### config.mk
export PLATFORM = sky130hd
export DESIGN_NAME = in_debounce
export DESIGN_NICKNAME = d
export VERILOG_FILES = /design/src/rtl/top_defs.sv /design/src/rtl/in_sync2.sv /design/src/rtl/in_debounce.sv
export SDC_FILE = /design/constraint.sdc
export NUM_CORES = 1
export LEC_CHECK = 0
export ABC_AREA = 0
export CAP_MARGIN = 15
export CORE_UTILIZATION = 48
export CTS_BUF_LIST = sky130_fd_sc_hd__clkbuf_8 sky130_fd_sc_hd__clkbuf_16
export DETAILED_ROUTE_END_ITERATION = 6
export PLACE_DENSITY = 0.81
export SKIP_LAST_GASP = 1
export SLEW_MARGIN = 30
export SYNTH_ARGS = -nofsm -noshare
export SYNTH_HDL_FRONTEND = slang
export SYNTH_SLANG_ARGS = --single-unit
### constraint.sdc
create_clock -name CLK -period 1.8 [get_ports CLK]
set_clock_uncertainty 0.2 [all_clocks]
set_input_delay 0.36 -clock CLK [delete_from_list [all_inputs] [get_ports CLK]]
set_output_delay 0.36 -clock CLK [all_outputs]
set_load 0.005 [all_outputs]
### src/rtl/top_defs.sv
// Shared definitions for the in_debounce input stage.
// Holds the debounce FSM state encodings.
package top_defs;

    localparam int STATE_W = 2;

    typedef enum logic [STATE_W-1:0] {
        S_LOW      = 2'd0,
        S_RISE_CHK = 2'd1,
        S_HIGH     = 2'd2,
        S_FALL_CHK = 2'd3
    } state_t;

endpackage

### src/rtl/in_sync2.sv
// Two-flop synchronizer bringing an asynchronous level into the CLK domain.
// Both stages clear on synchronous reset.
module in_sync2 (
    input  logic CLK,
    input  logic RST,
    input  logic D,
    output logic Q
);

    logic sync0;

    // shift the raw level through two flops
    always_ff @(posedge CLK) begin
        if (RST) begin
            sync0 <= 1'b0;
            Q     <= 1'b0;
        end else begin
            sync0 <= D;
            Q     <= sync0;
        end
    end

endmodule

### src/rtl/in_debounce.sv
// Input conditioning stage: synchronize, debounce, and report level edges.
// Provides a clean level, one-cycle edge pulses and a saturating rise counter.
module in_debounce
    import top_defs::*;
#(
    parameter int STABLE = 4,
    parameter int CNT_W  = 8
) (
    input  logic             CLK,
    input  logic             RST,
    input  logic             IN_RAW,
    input  logic             CLR,
    output logic             OUT,
    output logic             RISE,
    output logic             FALL,
    output logic [CNT_W-1:0] EVT_CNT
);

    localparam int DBC_W = $clog2(STABLE) + 1;
    localparam logic [DBC_W-1:0] DBC_LAST = DBC_W'(STABLE - 1);
    localparam logic [CNT_W-1:0] CNT_MAX = '1;

    logic             sync1;
    state_t           state;
    logic [DBC_W-1:0] dbc;

    in_sync2 u_sync (
        .CLK (CLK),
        .RST (RST),
        .D   (IN_RAW),
        .Q   (sync1)
    );

    // debounce FSM: a new level must be seen STABLE times in a row
    always_ff @(posedge CLK) begin
        if (RST) begin
            state <= S_LOW;
            dbc   <= '0;
            OUT   <= 1'b0;
            RISE  <= 1'b0;
            FALL  <= 1'b0;
        end else begin
            RISE <= 1'b0;
            FALL <= 1'b0;
            unique case (state)
                S_LOW: begin
                    if (sync1) begin
                        state <= S_RISE_CHK;
                        dbc   <= DBC_W'(1);
                    end else begin
                        dbc <= '0;
                    end
                end
                S_RISE_CHK: begin
                    if (!sync1) begin
                        state <= S_LOW;
                        dbc   <= '0;
                    end else if (dbc == DBC_LAST) begin
                        state <= S_HIGH;
                        dbc   <= '0;
                        OUT   <= 1'b1;
                        RISE  <= 1'b1;
                    end else begin
                        dbc <= dbc + DBC_W'(1);
                    end
                end
                S_HIGH: begin
                    if (!sync1) begin
                        state <= S_FALL_CHK;
                        dbc   <= DBC_W'(1);
                    end else begin
                        dbc <= '0;
                    end
                end
                S_FALL_CHK: begin
                    if (sync1) begin
                        state <= S_HIGH;
                        dbc   <= '0;
                    end else if (dbc == DBC_LAST) begin
                        state <= S_LOW;
                        dbc   <= '0;
                        OUT   <= 1'b0;
                        FALL  <= 1'b1;
                    end else begin
                        dbc <= dbc + DBC_W'(1);
                    end
                end
            endcase
        end
    end

    // count cycles with RISE high; a clear in such a cycle keeps that event
    always_ff @(posedge CLK) begin
        if (RST) begin
            EVT_CNT <= '0;
        end else if (CLR) begin
            EVT_CNT <= RISE ? CNT_W'(1) : '0;
        end else if (RISE && EVT_CNT != CNT_MAX) begin
            EVT_CNT <= EVT_CNT + CNT_W'(1);
        end
    end

endmodule

Word level (Yosys, flattened, before mapping):

Index checks and enable logic that the tools add are counted.

* register bits: 18
* bits in latches: 0
* bits in writable memories: 0
* memory bits (read-only): 0
* bits of input ports: 4
* output and inout bits: 11
* word-level logic and storage cells: 56
* memories kept: 0

* add/subtract/negate cells: 2
* $mul: 0
* div/mod/pow operators: 0
* order comparisons: 0
* equality and inequality tests: 13
* shift-type cells: 0
* multiplexer cells: 22
* bitwise logic cells: 3
* reductions and logical operators: 8

Operators with widths (number)
* 8-bit 2-to-1 mux: 2
* 2-bit 2-to-1 mux: 6
* 3-bit case mux with 4 select lines: 1
* 3-bit 2-to-1 mux: 3
* 8-bit by 1-bit adder with 8-bit output, second input constant: 1
* 1-bit 2-to-1 mux: 8
* 2-bit != test, second input constant: 4
* 8-bit != test, second input constant: 1
* 2-bit case mux with 4 select lines: 1
* 3-bit OR reduction: 2
* 5-bit AND reduction: 1
* 2-bit == test, second input constant: 2
* 2-bit by 1-bit != test with 1-bit output, second input constant: 2
* 4-bit AND reduction: 1
* 2-bit nonzero test: 2
* 3-bit by 1-bit adder with 3-bit output, second input constant: 1
* 3-bit by 2-bit == test with 1-bit output, second input constant: 1
* 3-bit by 2-bit != test with 1-bit output, second input constant: 1
* 3-bit != test, second input constant: 1
* 1-bit NOT: 3
* 2-bit by 1-bit == test with 1-bit output, second input constant: 1
* 2-bit logical NOT: 1
* 1-bit case mux with 2 select lines: 1
* 1-bit logical AND: 1

Logic depth before layout (Yosys ltp):

Gate-level depths: netlist of the first run.

* word-level depth: 4
* mapped depth: 4
* depth with buffers taken out: 4

Cells and area by module:

From an unflattened synthesis of the first run, not the netlist that was laid out.

* cells, all modules: 82
* area total of the unflattened synthesis: 807.0 um^2

Modules (own cells, without submodules)
* in_debounce: instances 1, cells an instance 78, area an instance 754.5 um^2, sequential area each 320.3 um^2
* in_sync2: instances 1, cells an instance 4, area an instance 52.6 um^2, sequential area each 40.0 um^2

Worst setup path before layout of the first run:

No wires, ideal clock.

* kind: flip-flop to flip-flop
* from: register EVT_CNT[0]
* to: register EVT_CNT[6]
* library setup time: 0.116 ns
* data arrival time: 1.277 ns
* data required time: 1.484 ns
* path slack: 0.207 ns
* stages on the path, launching flop included: 5
* buffers on the path: 0
* period minus slack after synthesis: 1.593 ns
* cells stage by stage: dfxtp_1 -> ha_1 -> nand3_1 -> or4b_1 -> o211a_1

* word-level cells in the longest chain between the ends: 3
* elaborated cells on any way between the ends: 6
* classes of those cells: add/sub (1); eq/ne (1); mux (2); reduce/logical (2)

Ends and longest elaborated chain
* start, declared: line in_debounce.sv:16 `output logic [CNT_W-1:0] EVT_CNT`
* start signal, assigned: line in_debounce.sv:97 `EVT_CNT <= RISE ? CNT_W'(1) : '0;`
* start signal, assigned: line in_debounce.sv:99 `EVT_CNT <= EVT_CNT + CNT_W'(1);`
* 8-bit by 1-bit adder with 8-bit output / 8-bit != test (equally long branches): line in_debounce.sv:99, in_debounce.sv:98
* 8-bit 2-to-1 mux / 1-bit logical AND (equally long branches): line in_debounce.sv:98 `end else if (RISE && EVT_CNT != CNT_MAX) begin`
* 8-bit 2-to-1 mux / 2-bit nonzero test (equally long branches)

Parallel ways exist; a longest one is shown, timed or not. The select of a mux whose other input is x is not followed.
A chain may end at the register's enable or synchronous reset.

Worst setup path in the final report of the first run:

* from: register EVT_CNT[1]
* to: output EVT_CNT[1]

No word-level cell between the ends.

==> results of run 1 <==
[cell type report]
type / instances / area (sq um) / share of cell area [%]
well taps: 16 / 20.0 / 1.99
clock buffers: 3 / 41.3 / 4.09
repair buffers: 18 / 170 / 16.9
flip-flops and latches: 18 / 368 / 36.5
multi-input cells: 58 / 402 / 39.8
inverters: 2 / 7.51 / 0.744
[cell usage in the layout (no fill, tap or decap)]
master,n
o311ai_0,1
nand3b_1,1
dfxtp_2,6
inv_1,2
and4b_1,2
o21ai_0,1
clkbuf_8,3
and4_2,1
nor2b_1,2
nand4_1,2
a21boi_0,1
a21oi_1,4
o2111ai_1,1
nand2_1,9
nor2_1,4
nor4b_1,2
or4b_1,1
dfxtp_1,12
o311a_1,1
o211a_1,1
o31ai_1,1
buf_4,4
clkdlybuf4s50_1,14
or3_1,1
o21bai_1,2
ha_1,2
and3_1,5
mux2i_1,3
a211oi_1,1
nand4b_1,2
nand2b_1,1
and2_1,2
nand3_1,2
xnor2_1,1
a2111oi_2,1
[worst max-delay path by stage]
stage / start / end
2_1_floorplan: EVT_CNT[0]$_SDFFE_PP0P_ / EVT_CNT[6]$_SDFFE_PP0P_
3_3_place_gp: EVT_CNT[0]$_SDFFE_PP0P_ / EVT_CNT[6]$_SDFFE_PP0P_
3_5_place_dp: EVT_CNT[0]$_SDFFE_PP0P_ / EVT_CNT[6]$_SDFFE_PP0P_
4_1_cts: RISE$_SDFF_PP0_ / RISE
5_1_grt: EVT_CNT[0]$_SDFFE_PP0P_ / EVT_CNT[6]$_SDFFE_PP0P_
6_report: EVT_CNT[1]$_SDFFE_PP0P_ / EVT_CNT[1]
[routing by layer]
layer	vias to the layer above	routed length, microns	share of wire, %
met2	17	710	48
li1	340	-	-
met5	-	0	0
met3	2	43	2.9
met1	303	711	48
met4	0	14	0.95
[flip-flops by register name, indices dropped and copies added (netlist names), named ones only]
signal / count
EVT_CNT: 8
dbc: 3
FALL: 1
OUT: 1
RISE: 1
state: 1
u_sync.Q: 1
u_sync.sync0: 1
[per-stage QoR]
stage | setup TNS [ns] | hold WS, ns
finish | 0 | 0.244
detailed placement | 0 | 0.225
floorplan | 0 | 0.214
global placement | 0 | 0.220
global route | -0.0168 | 0.275
CTS | 0 | 0.245
[cells by family (layout without fill, tap and decap cells)]
logic type,count (synthesis),count (layout)
XOR/XNOR,1,1
AO/OA/AOI/OAI,15,15
adder cells (fa/ha/maj),2,2
buffers and inverters,3,23
multiplexers,3,3
AND/OR/NAND/NOR,37,37
flip-flops,18,18
[worst register-to-register path, delay by kind of cell (launching register included)]
| family | cells | cell delay (ns) |
|---|---|---|
| and+or+nand+nor | 2 | 0.62 |
| DFF | 1 | 0.39 |
| adders and majority gates | 1 | 0.26 |
| AOI/OAI and AO/OA | 1 | 0.14 |
[where the power goes]
part           internal, uW  switching, uW
Clock                   148            120
Sequential              404           3.60
Combinational          19.6           13.9
==> results.sh, run 1 <==
export IMPL_outcome="completed"
export IMPL_irDropWorstVdd_uv=603
export IMPL_cts_resized=1
export IMPL_synth_nets=85
export IMPL_async_flop_share_pct=0
export IMPL_power_density_nw_per_um2=703
export IMPL_htreeDepth=1
export IMPL_yosys_area_share_simple_pct=28.8
export IMPL_hold_viol_final=0
export IMPL_grtUsageMet1_pct=23.4
export IMPL_core_area_sq_um=1510
export IMPL_rsz0062_at_grt="true"
export IMPL_worst_path_stages=2
export IMPL_placed_cells=112
export IMPL_crit_required_ns=1.24
export IMPL_synth_xor_area_share_pct=1.13
export IMPL_gp_congestion=0.817
export IMPL_cp_top_family="buffers and inverters"
export IMPL_fin_area_sq_um=1010
export IMPL_vias=662
export IMPL_gr_usage_met3_pct=2.59
export IMPL_yosysWarnings=0
export IMPL_postLayoutSetupSlackWorst_ns=0.0297
export IMPL_finalSetupViolations=0
export IMPL_total_power_uw=709
export IMPL_grt_pass1_vias=585
export IMPL_area_growth_pct=30.4
export IMPL_cp_end_kind="output pin"
export IMPL_cts_hold_buf=0
export IMPL_drtPass1Iterations=4
export IMPL_rr_worst_depth=4
export IMPL_r2r_slack_ns=0.10
export IMPL_place_ws_ns=0.110
export IMPL_synth_area_sq_um=773
export IMPL_max_freq_mhz=565
export IMPL_synth_common_cells="dfxtp_1, nand2_1, and3_1"
export IMPL_synth_top_family_by_area="simple AND/OR/NAND/NOR gates"
export IMPL_grt_antenna_before_repair=0
export IMPL_path_clk_slew_ns=0.06
export IMPL_min_from="u_sync.sync0$_SDFF_PP0_"
export IMPL_maxSlewViolCount=0
export IMPL_post_drt_via_cell_ratio=5.76
export IMPL_drive_above_1_share_pct=15.2
export IMPL_grt_max_degree=10
export IMPL_finalCritPeriodShare_pct=98.4
export IMPL_diodes=0
export IMPL_yosys_top_cells_area="dfxtp_1, nand2_1, and3_1, mux2i_1, ha_1"
export IMPL_avgSynthCellArea_sq_um=9.79
export IMPL_portBuffers=14
export IMPL_place_area_sq_um=960
export IMPL_critPathArrivalTime_ns=1.21
export IMPL_dieArea_sq_um=1780
export IMPL_synth_most_common_cell="dfxtp_1"
export IMPL_cp_num_buf_inv=2
export IMPL_fp_dieH_microns=42.1
export IMPL_dominantRegCellSynth="dfxtp_1"
export IMPL_synth_edf_count=0
export IMPL_grt_overflow=0
export IMPL_synth_cells=79
export IMPL_startpoint_type="register"
export IMPL_antenna_left=0
export IMPL_r2r_start="EVT_CNT[0]$_SDFFE_PP0P_"
export IMPL_maxCapViolations=0
export IMPL_clkLatencyLatePin_ns=0.25
export IMPL_worstPathMaxFanout=3
export IMPL_synth_top_area_cell="dfxtp_1"
export IMPL_fin_nets=107
export IMPL_yosysSeqAreaShare_pct=46.6
export IMPL_num_rows=14
export IMPL_synth_cell_types=32
export IMPL_max_stage_delay_ns=0.49
export IMPL_start_util_pct=51.3
export IMPL_cp_slowest_cell="clkdlybuf4s50_1"
export IMPL_hold_end="u_sync.Q$_SDFF_PP0_"
export IMPL_wl_per_cell_microns=12.9
export IMPL_finalCriticalPeriod_ns=1.77
export IMPL_top_usage_layer="met2"
export IMPL_wl_microns=1480
export IMPL_grt_usage_pct=18.8
export IMPL_numCtsBuffers=3
export IMPL_die_w_microns=42.1
export IMPL_post_cts_buffers=0
export IMPL_power_leakage_uw=0.000390
export IMPL_drtIter0Drc=14
export IMPL_holdPathStages=1
export IMPL_cts_sinks=18
export IMPL_worst_r2r_endpoint="EVT_CNT[6]$_SDFFE_PP0P_"
export IMPL_cts_tree="done"
export IMPL_yosys_area_share_adder_pct=3.24
export IMPL_tightest_slew_ns=0.403
export IMPL_synth_compound_area_share_pct=14.9
export IMPL_clock_path_buffers=2
export IMPL_slew_headroom_pct=72.9
export IMPL_grt_first_pass_wirelength_microns=2520
export IMPL_io_pins=15
export IMPL_cts_root_buf="clkbuf_8"
export IMPL_ys_seq_elements=18
export IMPL_fillers=116
export IMPL_synthMuxAreaShare_pct=3.88
export IMPL_worstHoldPathType="reg2reg"
export IMPL_fin_cells=115
export IMPL_crit_type="reg2out"
export IMPL_synth_top_area_share_pct=46.6
export IMPL_worstPathCellList="buf_4, clkdlybuf4s50_1"
export IMPL_fin_util_pct=66.9
export IMPL_drc=0
export IMPL_grt_met2_usage_pct=30.9
export IMPL_dp_hpwl_microns=1070
Power figures use the tool's default switching activity.
==> run 2, diff against run 1 <==
--- a/config.mk
+++ b/config.mk
@@ -7,6 +7,7 @@
 export LEC_CHECK = 0
 export ABC_AREA = 0
 export CAP_MARGIN = 15
+export CORE_MARGIN = 4
 export CORE_UTILIZATION = 48
 export CTS_BUF_LIST = sky130_fd_sc_hd__clkbuf_8 sky130_fd_sc_hd__clkbuf_16
 export DETAILED_ROUTE_END_ITERATION = 6
==> run 2 against run 1 <==
Net effect:
- combinational power grew 3%
- cell count grew 0.87%
- core utilization grew 0.91 points
- clock power grew 22%
- largest cell class unchanged
- critical path type unchanged
- critical path depth is the same
- wire length grew 8.9%
- count of clock-buffer cells in the layout grew 1
- flip-flop and latch count is the same
- die area grew 31%
- worst hold slack gained 0.010 ns
==> results.sh, run 2 (synthesized netlist as in run 1, its figures left out) <==
export IMPL_grt_antenna_before_repair=0
export IMPL_power_leakage_uw=0.000399
export IMPL_outcome="completed"
export IMPL_finalCriticalPeriod_ns=1.75
export IMPL_mostFrequentLayoutCells="clkdlybuf4s50_1, dfxtp_1, nand2_1"
export IMPL_hold_viol_final=0
export IMPL_max_freq_mhz=571
export IMPL_area_growth_pct=32.2
export IMPL_drc=0
export IMPL_largest_reg_flops=8
export IMPL_core_area_sq_um=1510
export IMPL_wl_per_cell_microns=13.9
export IMPL_dp_hpwl_microns=1160
export IMPL_startpoint_type="register"
export IMPL_start_util_pct=51.3
export IMPL_crit_required_ns=1.24
export IMPL_grt_overflow=0
export IMPL_top_register="EVT_CNT"
export IMPL_maxCapViolations=0
export IMPL_rr_worst_depth=4
export IMPL_gr_usage_met3_pct=3.32
export IMPL_critPathArrivalTime_ns=1.19
export IMPL_fin_tns_setup_ns=0
export IMPL_worstPathCellList="buf_4, clkdlybuf4s50_1"
export IMPL_io_pins=15
export IMPL_vias=683
export IMPL_numCtsBuffers=3
export IMPL_total_power_uw=770
export IMPL_fin_nets=107
export IMPL_slew_headroom_pct=78.8
export IMPL_power_density_nw_per_um2=754
export IMPL_num_rows=14
export IMPL_holdPathStages=1
export IMPL_irDropWorstVdd_uv=596
export IMPL_place_area_sq_um=960
export IMPL_post_drt_via_cell_ratio=5.89
export IMPL_whs_ns=0.254
export IMPL_top_usage_layer="met2"
export IMPL_finalSetupViolations=0
export IMPL_crit_type="reg2out"
export IMPL_rsz0062_at_grt="false"
export IMPL_path_clk_slew_ns=0.07
export IMPL_cp_end_kind="output pin"
export IMPL_fin_area_sq_um=1020
export IMPL_grtUsageMet1_pct=17.8
export IMPL_cp_slowest_cell="clkdlybuf4s50_1"
export IMPL_drtPass1Iterations=4
export IMPL_cts_sinks=18
export IMPL_cts_tree="done"
export IMPL_worstPathMaxFanout=3
export IMPL_clkLatencyLatePin_ns=0.25
export IMPL_die_w_microns=48.1
export IMPL_drive_above_1_share_pct=16.0
export IMPL_diodes=0
export IMPL_worstHoldPathType="reg2reg"
export IMPL_final_common_cell="clkdlybuf4s50_1"
export IMPL_fp_dieH_microns=48.1
export IMPL_tightest_slew_ns=0.314
export IMPL_htreeDepth=1
export IMPL_wl_microns=1610
export IMPL_grt_pass1_vias=582
export IMPL_antenna_left=0
export IMPL_clock_path_buffers=2
export IMPL_cts_root_buf="clkbuf_8"
export IMPL_grt_met2_usage_pct=28.2
export IMPL_grt_max_degree=11
export IMPL_grt_usage_pct=15.7
export IMPL_gp_congestion=0.817
export IMPL_dieArea_sq_um=2320
export IMPL_reg_top3="EVT_CNT (8), dbc (3)"
export IMPL_grt_first_pass_wirelength_microns=2490
export IMPL_portBuffers=14
export IMPL_drtIter0Drc=12
export IMPL_max_stage_delay_ns=0.49
export IMPL_finalCritPeriodShare_pct=97.3
export IMPL_maxSlewViolCount=0
[run 2: cell count changes in the layout (fill, tap and decap cells not counted), sizes merged]
cell	before	now
clkbuf	3	4
[run 2: critical path, delay by kind of cell, from the launching register on]
family                 cells  cell delay [ns]
flip-flops                 1             0.33
buffers and inverters      2             0.61
[run 2: area by class of cell]
cell class,count,area (sq um)
timing repair buffer,18,170
tap,16,20.0
fill,112,484
clock buffer,4,55.1
multi-input combinational,58,402
sequential,18,368
inverter,2,7.51
[run 2: timing repair]
| item | CTS | global route |
|---|---|---|
| gates resized for setup | 2 | 5 |
| hold endpoints to repair | 0 | 0 |
| endpoints found under the setup margin | 2 | 5 |
| hold buffers | 0 | 0 |
| buffers inserted | 0 | 0 |
[run 2: path summary, 6_finish.rpt]
check | startpoint | endpoint | slack, ns
hold reg to reg | u_sync.sync0$_SDFF_PP0_ | u_sync.Q$_SDFF_PP0_ | 0.25
hold / removal | u_sync.sync0$_SDFF_PP0_ | u_sync.Q$_SDFF_PP0_ | 0.25
setup reg to reg | EVT_CNT[0]$_SDFFE_PP0P_ | EVT_CNT[6]$_SDFFE_PP0P_ | 0.08
setup / recovery | EVT_CNT[1]$_SDFFE_PP0P_ | EVT_CNT[1] | 0.05
[run 2: metal layers]
layer | part of all wire, % | vias to the layer above
li1 | - | 340
met1 | 46 | 319
met2 | 49 | 22
met3 | 4.2 | 2
met4 | 0.56 | 0
met5 | 0 | -
[run 2: power breakdown]
part / switching [uW] / internal, uW
clock network: 135 / 194
registers: 3.83 / 403
logic: 14.9 / 19.6
[run 2: stage by stage]
stage	worst slack (ns)	instances	util (%)
6_report	0.0489	116	67.9
5_1_grt	0.00888	116	67.9
4_1_cts	0.00862	116	67.5
3_5_place_dp	0.122	112	63.7
3_3_place_gp	0.146	112	63.7
2_1_floorplan	0.207	79	-
